`config.mk`:
```
export PLATFORM = sky130hd
export DESIGN_NAME = axi_wb_writer_flat
export DESIGN_NICKNAME = d
export VERILOG_FILES = /design/src/rtl/axi_wb_writer_if.sv /design/src/rtl/axi_wb_writer.sv /design/src/flat_wrapper.sv
export SDC_FILE = /design/constraint.sdc
export NUM_CORES = 1
export LEC_CHECK = 0
export CORE_ASPECT_RATIO = 0.5
export CORE_MARGIN = 3
export CORE_UTILIZATION = 33
export CTS_BUF_LIST = sky130_fd_sc_hd__clkbuf_2
export CTS_CLUSTER_DIAMETER = 40
export DETAILED_ROUTE_END_ITERATION = 6
export PLACE_DENSITY = 0.63
export SYNTH_ARGS = -nofsm -noshare
export SYNTH_HDL_FRONTEND = slang
export SYNTH_SLANG_ARGS = --single-unit
```
`constraint.sdc`:
```
create_clock -name clk -period 50.7 [get_ports clk]
set_clock_uncertainty 0.05 [all_clocks]
set_input_delay 15.21 -clock clk [delete_from_list [all_inputs] [get_ports clk]]
set_output_delay 15.21 -clock clk [all_outputs]
set_load 0.05 [all_outputs]
```
`src/rtl/axi_wb_writer_if.sv`:
```
// axi_wb_writer_if: shared bus widths, AXI4 channel payloads and the AxiIO bundle
package axi_wb_pkg;
  localparam int XLEN = 64;
  localparam int PADDR = 32;
  localparam int PADDR_BUS = 32;
  localparam int IDW = 4;
  typedef struct packed {
    logic valid;
    logic [IDW-1:0] id;
    logic [PADDR_BUS-1:0] addr;
    logic [7:0] len;
    logic [2:0] size;
    logic [1:0] burst;
    logic lock;
    logic [3:0] cache;
    logic [2:0] prot;
    logic [3:0] qos;
    logic [3:0] region;
    logic user;
  } ax_t;
  typedef struct packed {
    logic ready;
  } rdy_t;
  typedef struct packed {
    logic valid;
    logic [XLEN-1:0] data;
    logic [XLEN/8-1:0] strb;
    logic last;
    logic user;
  } w_t;
  typedef struct packed {
    logic valid;
    logic [IDW-1:0] id;
    logic [1:0] resp;
    logic user;
  } b_t;
  typedef struct packed {
    logic valid;
    logic [IDW-1:0] id;
    logic [XLEN-1:0] data;
    logic [1:0] resp;
    logic last;
    logic user;
  } r_t;
endpackage

interface AxiIO;
  import axi_wb_pkg::*;
  ax_t maw;
  rdy_t saw;
  w_t mw;
  rdy_t sw;
  b_t sb;
  rdy_t mb;
  ax_t mar;
  rdy_t sar;
  r_t sr;
  rdy_t mr;
  modport master(output maw, mw, mb, mar, mr, input saw, sw, sb, sar, sr);
  modport slave(input maw, mw, mb, mar, mr, output saw, sw, sb, sar, sr);
endinterface

```
`src/rtl/axi_wb_writer.sv`:
```
// axi_wb_writer: dirty-line write-back FIFO draining each line as one AXI4 INCR burst.
// Define AXI_WB_AW_W_PARALLEL_EN to issue AW and W concurrently (one state, two done flags).
module axi_wb_writer
  import axi_wb_pkg::*;
#(
  parameter int DEPTH = 2,
  parameter int LINE_BEATS = 8,
  parameter logic [IDW-1:0] WB_ID = 4'h1
) (
  input logic clk,
  input logic rst,
  input logic req_valid,
  output logic req_ready,
  input logic [PADDR_BUS-1:0] req_addr,
  input logic [LINE_BEATS*XLEN-1:0] req_data,
  input logic [PADDR_BUS-1:0] query_addr,
  output logic query_hit,
  output logic wb_err,
  AxiIO.master axi
);
  localparam int LW = LINE_BEATS * XLEN;
  localparam int OFF = $clog2(LW / 8);
  localparam int TW = PADDR - OFF;
  localparam int PW = $clog2(DEPTH);
  localparam int BW = $clog2(LINE_BEATS);
  logic [TW-1:0] tag_q [DEPTH];
  logic [LW-1:0] line_q [DEPTH];
  logic [DEPTH-1:0] vld;
  logic [PW-1:0] wr_ptr, rd_ptr;
  logic [PW:0] count;
  logic [1:0] state;
  logic [BW-1:0] beat;
  logic aw_valid, w_valid, push, pop, aw_hs, w_hs, w_end;
  logic unused;
  assign unused = ^{axi.sar, axi.sr, axi.sb.id, axi.sb.user, req_addr, query_addr};
  assign req_ready = count != (PW+1)'(DEPTH);
  assign push = req_valid && req_ready;
  assign pop = axi.mb.ready && axi.sb.valid;
  assign aw_hs = aw_valid && axi.saw.ready;
  assign w_hs = w_valid && axi.sw.ready;
  assign w_end = w_hs && axi.mw.last;
  assign wb_err = pop && axi.sb.resp != 2'b00;
  // Hazard check: any occupied slot, including the in-flight head, holding the queried line
  always_comb begin
    query_hit = 1'b0;
    for (int i = 0; i < DEPTH; i++)
      query_hit = query_hit | (vld[i] && tag_q[i] == query_addr[PADDR-1:OFF]);
  end
  // Occupancy and pointers; the head slot is freed only by its B handshake
  always_ff @(posedge clk)
    if (!rst) begin
      vld <= '0;
      wr_ptr <= '0;
      rd_ptr <= '0;
      count <= '0;
    end else begin
      if (push) begin
        vld[wr_ptr] <= 1'b1;
        wr_ptr <= wr_ptr + 1'b1;
      end
      if (pop) begin
        vld[rd_ptr] <= 1'b0;
        rd_ptr <= rd_ptr + 1'b1;
      end
      count <= count + (PW+1)'(push) - (PW+1)'(pop);
    end
  // Line storage needs no reset; slots are only read while marked valid
  always_ff @(posedge clk)
    if (push) begin
      tag_q[wr_ptr] <= req_addr[PADDR-1:OFF];
      line_q[wr_ptr] <= req_data;
    end
  // Beat index into the head line; wraps to 0 after the last beat
  always_ff @(posedge clk)
    if (!rst) beat <= '0;
    else if (w_hs) beat <= beat + 1'b1;
`ifdef AXI_WB_AW_W_PARALLEL_EN
  localparam logic [1:0] IDLE = 2'd0, AWW = 2'd1, B = 2'd3;
  logic aw_done, w_done, go_b;
  assign go_b = (aw_done || aw_hs) && (w_done || w_end);
  // Address and data issued together; B entered once both channels are finished
  always_ff @(posedge clk)
    if (!rst) begin
      state <= IDLE;
      aw_done <= 1'b0;
      w_done <= 1'b0;
    end else begin
      state <= state == IDLE ? (count != '0 ? AWW : IDLE) : state == AWW ? (go_b ? B : AWW) : (pop ? IDLE : B);
      aw_done <= state == AWW && !go_b && (aw_done || aw_hs);
      w_done <= state == AWW && !go_b && (w_done || w_end);
    end
  assign aw_valid = state == AWW && !aw_done;
  assign w_valid = state == AWW && !w_done;
`else
  localparam logic [1:0] IDLE = 2'd0, AW = 2'd1, W = 2'd2, B = 2'd3;
  // Strict address phase, then data burst, then wait for the write response
  always_ff @(posedge clk)
    if (!rst) state <= IDLE;
    else state <= state == IDLE ? (count != '0 ? AW : IDLE) : state == AW ? (aw_hs ? W : AW) : state == W ? (w_end ? B : W) : (pop ? IDLE : B);
  assign aw_valid = state == AW;
  assign w_valid = state == W;
`endif
  // Channel payloads come from the head slot and are zero whenever not valid
  always_comb begin
    axi.maw = '0;
    axi.mw = '0;
    axi.mb = '0;
    axi.mar = '0;
    axi.mr = '0;
    axi.maw.valid = aw_valid;
    axi.mw.valid = w_valid;
    axi.mb.ready = state == B;
    if (aw_valid) begin
      axi.maw.id = WB_ID;
      axi.maw.addr = PADDR_BUS'({tag_q[rd_ptr], {OFF{1'b0}}});
      axi.maw.len = 8'(LINE_BEATS - 1);
      axi.maw.size = 3'($clog2(XLEN / 8));
      axi.maw.burst = 2'b01;
      axi.maw.cache = 4'b0011;
    end
    if (w_valid) begin
      axi.mw.data = line_q[rd_ptr][beat*XLEN +: XLEN];
      axi.mw.strb = '1;
      axi.mw.last = beat == BW'(LINE_BEATS - 1);
    end
  end
endmodule

```
`src/flat_wrapper.sv`:
```
// flat-port wrapper written by rule: the top's interface ports become plain ports
module axi_wb_writer_flat import axi_wb_pkg::*;
#(
  parameter int DEPTH = 2,
  parameter int LINE_BEATS = 8,
  parameter logic [IDW-1:0] WB_ID = 4'h1
)
  (clk, rst, req_valid, req_ready, req_addr, req_data, query_addr, query_hit, wb_err, axi_maw, axi_mw, axi_mb, axi_mar, axi_mr, axi_saw, axi_sw, axi_sb, axi_sar, axi_sr);
  AxiIO axi_i ();
  input logic clk;
  input logic rst;
  input logic req_valid;
  output logic req_ready;
  input logic [PADDR_BUS-1:0] req_addr;
  input logic [LINE_BEATS*XLEN-1:0] req_data;
  input logic [PADDR_BUS-1:0] query_addr;
  output logic query_hit;
  output logic wb_err;
  output wire logic [$bits(axi_i.maw)-1:0] axi_maw;
  output wire logic [$bits(axi_i.mw)-1:0] axi_mw;
  output wire logic [$bits(axi_i.mb)-1:0] axi_mb;
  output wire logic [$bits(axi_i.mar)-1:0] axi_mar;
  output wire logic [$bits(axi_i.mr)-1:0] axi_mr;
  input wire logic [$bits(axi_i.saw)-1:0] axi_saw;
  input wire logic [$bits(axi_i.sw)-1:0] axi_sw;
  input wire logic [$bits(axi_i.sb)-1:0] axi_sb;
  input wire logic [$bits(axi_i.sar)-1:0] axi_sar;
  input wire logic [$bits(axi_i.sr)-1:0] axi_sr;
  assign axi_maw = axi_i.maw;
  assign axi_mw = axi_i.mw;
  assign axi_mb = axi_i.mb;
  assign axi_mar = axi_i.mar;
  assign axi_mr = axi_i.mr;
  assign axi_i.saw = axi_saw;
  assign axi_i.sw = axi_sw;
  assign axi_i.sb = axi_sb;
  assign axi_i.sar = axi_sar;
  assign axi_i.sr = axi_sr;
  axi_wb_writer #(.DEPTH(DEPTH), .LINE_BEATS(LINE_BEATS), .WB_ID(WB_ID)) u_core (.clk(clk), .rst(rst), .req_valid(req_valid), .req_ready(req_ready), .req_addr(req_addr), .req_data(req_data), .query_addr(query_addr), .query_hit(query_hit), .wb_err(wb_err), .axi(axi_i));
endmodule
```
---- Yosys cells after proc, flatten, opt, wreduce, memory -nomap -nowiden ----
Memories as Yosys holds them, arrays and structs flattened. A register that Yosys moved wholly into a read port is not among the register bits.
Index checks and enable logic that the tools add are counted.
storage, ports and cells
  flip-flop bits (word level) ............. 11
  bits in latches ......................... 0
  RAM bits ................................ 1,076
  bits in read-only memories .............. 0
  bits of input ports ..................... 663
  word-level logic and storage cells ...... 65
  memories kept ........................... 2
memories
  memory         words  width  read ports  clocked after memory_dff  write ports  RTL line             source
  u_core.line_q  2      512    1           1                         1            axi_wb_writer.sv:27  logic [LW-1:0] line_q [DEPTH];
  u_core.tag_q   2      26     3           1                         1            axi_wb_writer.sv:26  logic [TW-1:0] tag_q [DEPTH];
cells by class
  $add $sub $neg .......................... 5
  multiply operators ...................... 0
  divide/modulo/power cells ............... 0
  $lt $le $gt $ge ......................... 4
  equality and inequality tests ........... 7
  shift operators ......................... 1
  multiplexer cells ....................... 23
  bitwise operators ....................... 4
  reductions and logical operators ........ 13
operator list
  kind                   number
  $shiftx A512 B10 Y64   1
  $mux W73               1
  $eq A26 B26 Y1         2
  $mux W46               1
  $mux W2                9
  $logic_and A1 B1 Y1    10
  $mux W1                10
  $eq A2 B2 Y1 const B   2
  $lt A1 B2 Y1 const B   2
  $reduce_bool A2 Y1     2
  $add A3 B1 Y3 const B  1
  $eq A3 B3 Y1 const B   1
  $add A1 B1 Y1 const B  2
  $add A2 B1 Y2          1
  $and A2 B2 Y2          1
  $demux W1 S1           2
  $eq A2 B1 Y1 const B   1
  $ge A1 B1 Y1 const B   2
  $logic_not A2 Y1       1
  $ne A2 B2 Y1 const B   1
  $not A2 Y2             1
  $or A2 B2 Y2           1
  $sub A2 B1 Y2          1
  $or A1 B1 Y1           1

---- Depth between registers and ports, before layout ----
  depth after elaboration ................. 9
  depth in mapped cells ................... 8
  depth with buffers taken out ............ 8

---- Least setup slack after synthesis ----
OpenSTA, ideal clock, no wires.
  path kind ............................... input to register
  from .................................... input req_valid
  to ...................................... register u_core.vld[0]
  arrival ................................. 40.675 ns
  slack ................................... 9.808 ns
  cell stages on the path ................. 3
  buffers on the path ..................... 0
  path through ............................ nand2_1 > nor2_1 > o221a_2
between the ends
  longest elaborated chain between the ends .. 5
RTL lines
  item                            RTL line             source
  start, declared                 flat_wrapper.sv:12   input logic req_valid;
  $logic_and A1 B1 Y1 *           axi_wb_writer.sv:37  assign push = req_valid && req_ready;
  $mux W2 *                       axi_wb_writer.sv:57  if (push) begin
  $mux W2 *                       axi_wb_writer.sv:51  if (!rst) begin
  $and A2 B2 Y2 (no source line)  -
  $mux W2 *                       axi_wb_writer.sv:61  if (pop) begin
  end signal, assigned            axi_wb_writer.sv:52  vld <= '0;
  end signal, assigned by index   axi_wb_writer.sv:58  vld[wr_ptr] <= 1'b1;
  end signal, assigned by index   axi_wb_writer.sv:62  vld[rd_ptr] <= 1'b0;
  end, declared                   axi_wb_writer.sv:28  logic [DEPTH-1:0] vld;
Every way passes the cells marked *; elsewhere a longest branch is shown, timed or not. The select of a mux whose other input is x is not followed.
A chain may end at the register's enable or synchronous reset.

---- Final worst setup path ----
  from .................................... input query_addr[10]
  to ...................................... output query_hit
between the ends
  longest elaborated chain between the ends .. 3
RTL lines
  item                 RTL line             source
  start, declared      flat_wrapper.sv:16   input logic [PADDR_BUS-1:0] query_addr;
  $eq A26 B26 Y1       axi_wb_writer.sv:47  query_hit = query_hit | (vld[i] && tag_q[i] == query_addr[PADDR-1:OFF]);
  $logic_and A1 B1 Y1  axi_wb_writer.sv:47
  $or A1 B1 Y1 *       axi_wb_writer.sv:47
  end, declared        flat_wrapper.sv:17   output logic query_hit;
Every way passes the cells marked *; elsewhere a longest branch is shown, timed or not.

==> run_results.csv <==
group,metric,value,unit
floorplan,ios,877,
detailed_routing,ant_nets,0,
worst_setup_path,crit_required,35.44,ns
yosys,postSynthCellCount,2284,
floorplan,dieWidth,517.9,um
timing,worstMarginPinSlew,1.150,ns
clock_network,cts_buffer_depth,3,
yosys,yosys.area.top_type,"edfxtp_1",
yosys,synth-async-reset-ratio,0,
worst_setup_path,critPathMaxStageDelay,0.84,ns
grt,grt_start_max_net_pins,184,
clock_network,clock_latency,1.66,ns
floorplan,die_h,261.9,um
detailed_routing,drtIter0Drc,1787,
clock_network,numCtsBuffers,238,
grt,met2_usage,0.3151,
power_and_ir_drop,p_leak,16.95,nW
clock_network,htree_levels,4,
timing,worst_slack,17.73,ns
clock_network,clk_pin_slew,0.11,ns
floorplan,fp.coreArea,0.1294,mm^2
placed_design,port_buffers,685,
yosys,synth.avg_cell_area,18.93,um^2
grt,grt_pass1_vias,24980,
worst_setup_path,crit_path_start_kind,"primary input",
detailed_routing,viasPerCell,4.768,
cells_and_area,nNetsFinal,3758,
grt,grt_busiest_layer,"met2",
worst_setup_path,worstSetupEndpointType,"output port",
grt,met3_usage,0.03666,
detailed_routing,routed_wl,126.1,mm
grt,grt-ovfl-total,0,
clock_network,cts_resized,0,
grt,track_usage,0.1774,
yosys,synth_edf_count,1076,
worst_setup_path,crit_path_max_fanout,2,
yosys,yosys_warnings,0,
outcome,status,"complete, no violations",
timing,timing.final.hold_violations,0,
timing,fin_crit_sh,0.6502,
worst_setup_path,critPathBufInv,2,
worst_setup_path,crit_path_top_delay_cell,"clkdlybuf4s50_1",
floorplan,die-area,0.1356,mm^2
timing,finalSetupViolations,0,
timing,slew_violations,0,
detailed_routing,drc,0,
timing,setup-tns-final,0,ns
floorplan,start_util,0.3341,
timing,rsz0062_at_grt,"no",
yosys,synth-seq-cells,1088,
clock_network,cts_tree,"yes",
yosys,yosysSeqAreaShare,0.7530,
detailed_routing,drt_pass1_iterations,5,
grt,grt_pass1_wl,173.1,mm
power_and_ir_drop,power.density,35.32,mW/mm^2
power_and_ir_drop,irDropWorstVdd,0.01905,mV
timing,maxSlewHeadroom,0.2330,
cells_and_area,drive_gt1_frac,0.1882,
floorplan,row_count,93,
placed_design,place_hpwl,82.54,mm
yosys,synthTopCellsByArea,"edfxtp_1 (75%), mux2i_1 (6.5%), mux4_2 (3.4%)",
clock_network,cts_root_buf,"clkbuf_2",
worst_setup_path,critPathMostFrequentCell,"clkdlybuf4s50_1",
worst_setup_path,critPathArrivalTime,17.71,ns
worst_hold_path,min-delay-path-class,"flip-flop to flip-flop",
detailed_routing,via_count,24270,
worst_setup_path,crit_chain,"clkdlybuf4s50_1, xnor2_1, nand4_1, or4_1, o22ai_1, clkdlybuf4s50_1",
placed_design,pre_cts_slack,17.78,ns
worst_setup_path,worstSetupPathType,"primary input to output port",
flow_run,drv_cap,0,
detailed_routing,wl_per_cell,24.78,um
clock_network,post-cts-setup-buffers,0,
yosys,synthFlopType,"edfxtp_1",
cells_and_area,fill_cells,11740,
yosys,yosysTopAreaCellShare,0.7474,
cells_and_area,syn2layout_area_growth,24.44,%
timing,fmax,30.33,MHz
timing,finalCriticalPeriod,32.97,ns
placed_design,gp_congestion,0.8303,
yosys,ys_types,37,
clock_network,cts_num_sinks,1088,
grt,grt_antenna_before_repair,63,
yosys,netlist_area,0.04323,mm^2
clock_network,ctsHoldBuffers,0,
worst_setup_path,critical_path.top_delay_family,"buffers and inverters",
grt,grt_util_met1,0.1986,
[state kept, by name, indices dropped and copies added (netlist names), named ones only]
| name | cells |
|---|---|
| u_core.line_q | 1024 |
| u_core.tag_q | 52 |
| u_core.beat | 3 |
| u_core.count | 2 |
| u_core.state | 2 |
| u_core.vld | 2 |
| u_core.rd_ptr | 1 |
| u_core.wr_ptr | 1 |
[Yosys cell counts (5+ instances only)]
cell,number
nor2b_1,6
a22oi_1,129
mux4_2,65
xnor2_1,35
buf_4,146
clkbuf_1,46
nor2_1,30
inv_1,6
and2_1,10
buf_6,11
edfxtp_1,1076
mux2_2,128
o221ai_1,64
nand2_1,8
dfxtp_1,12
nand3_1,5
mux2i_1,282
xor2_1,22
buf_1,10
buf_2,32
nand4_1,8
o21ai_1,60
o211ai_1,64
[layout make-up]
| cell class | instances | area (um^2) | area share |
|---|---|---|---|
| tap | 1757 | 2198 | 0.04087 |
| multi-input combinational | 1042 | 9479 | 0.1762 |
| sequential | 1088 | 32560 | 0.6053 |
| clock buffer | 355 | 1777 | 0.03303 |
| clock inverter | 67 | 460.4 | 0.008559 |
| antenna | 60 | 150.1 | 0.002791 |
| inverter | 6 | 22.52 | 0.0004187 |
| timing repair buffer | 715 | 7144 | 0.1328 |
[where the power goes]
part           internal, mW  leakage, nW  switching, mW
clock                 0.216         1.70          0.349
sequential             1.08         10.2         0.0205
combinational        0.0904         5.08          0.142
[final timing paths]
check,start,end,slack [ns],depth (start not counted)
max,query_addr[10],query_hit,17.73,6
min,u_core.vld[0],u_core.vld[0],0.51,1
max reg2reg,u_core.count[0],u_core.line_q[0][299],45.42,7
min reg2reg,u_core.vld[0],u_core.vld[0],0.51,1
[through the flow]
step,cells,hold slack (ns),util,cell area [um^2],power [mW]
after floorplan,2383,0.4389,-,43600,1.321
after global placement,4608,0.4910,0.3973,51410,1.349
after detailed placement,4608,0.4846,0.3973,51410,1.357
after CTS,5030,0.5142,0.4146,53640,1.923
after global routing,5089,0.5219,0.4157,53790,1.991
final,5090,0.5122,0.4157,53790,1.900
[layout by cell type (no fill, tap or decap), types with 4 or more instances in the layout]
| cell | n |
|---|---|
| edfxtp_1 | 1076 |
| clkdlybuf4s50_1 | 685 |
| clkbuf_2 | 355 |
| mux2i_1 | 282 |
| a22oi_1 | 129 |
| mux2_2 | 128 |
| conb_1 | 100 |
| mux4_2 | 65 |
| o221ai_1 | 64 |
| o211ai_1 | 64 |
| diode_2 | 60 |
| o21ai_1 | 60 |
| clkinv_1 | 45 |
| xnor2_1 | 35 |
| nor2_1 | 29 |
| buf_4 | 25 |
| xor2_1 | 22 |
| dfxtp_1 | 9 |
| and2_1 | 8 |
| nand4_1 | 8 |
| inv_1 | 6 |
| nand2_1 | 6 |
| inv_6 | 6 |
| nand3_1 | 5 |
| bufinv_16 | 5 |
| buf_12 | 5 |
| o21ai_0 | 4 |
| nor4_1 | 4 |
| ha_1 | 4 |
| clkinv_2 | 4 |
[cell families (layout without fill, tap and decap cells)]
logic type,count (synthesis),count (layout),share of synthesized area
mux,475,475,0.1325
flops,1088,1088,0.7530
other cells,1,160,0.00008674
fa+ha+maj,4,4,0.001158
simple gates,80,80,0.009233
compound gates,326,326,0.05490
xor+xnor,57,57,0.01155
buf+inv,253,1143,0.03760
[routing by layer]
metal | vias to the layer above | part of all wire
met5 | - | 0.000087
met4 | 2 | 0.038
met3 | 210 | 0.043
met2 | 788 | 0.55
met1 | 12390 | 0.37
li1 | 10880 | -
(Power assumes the default switching activity.)
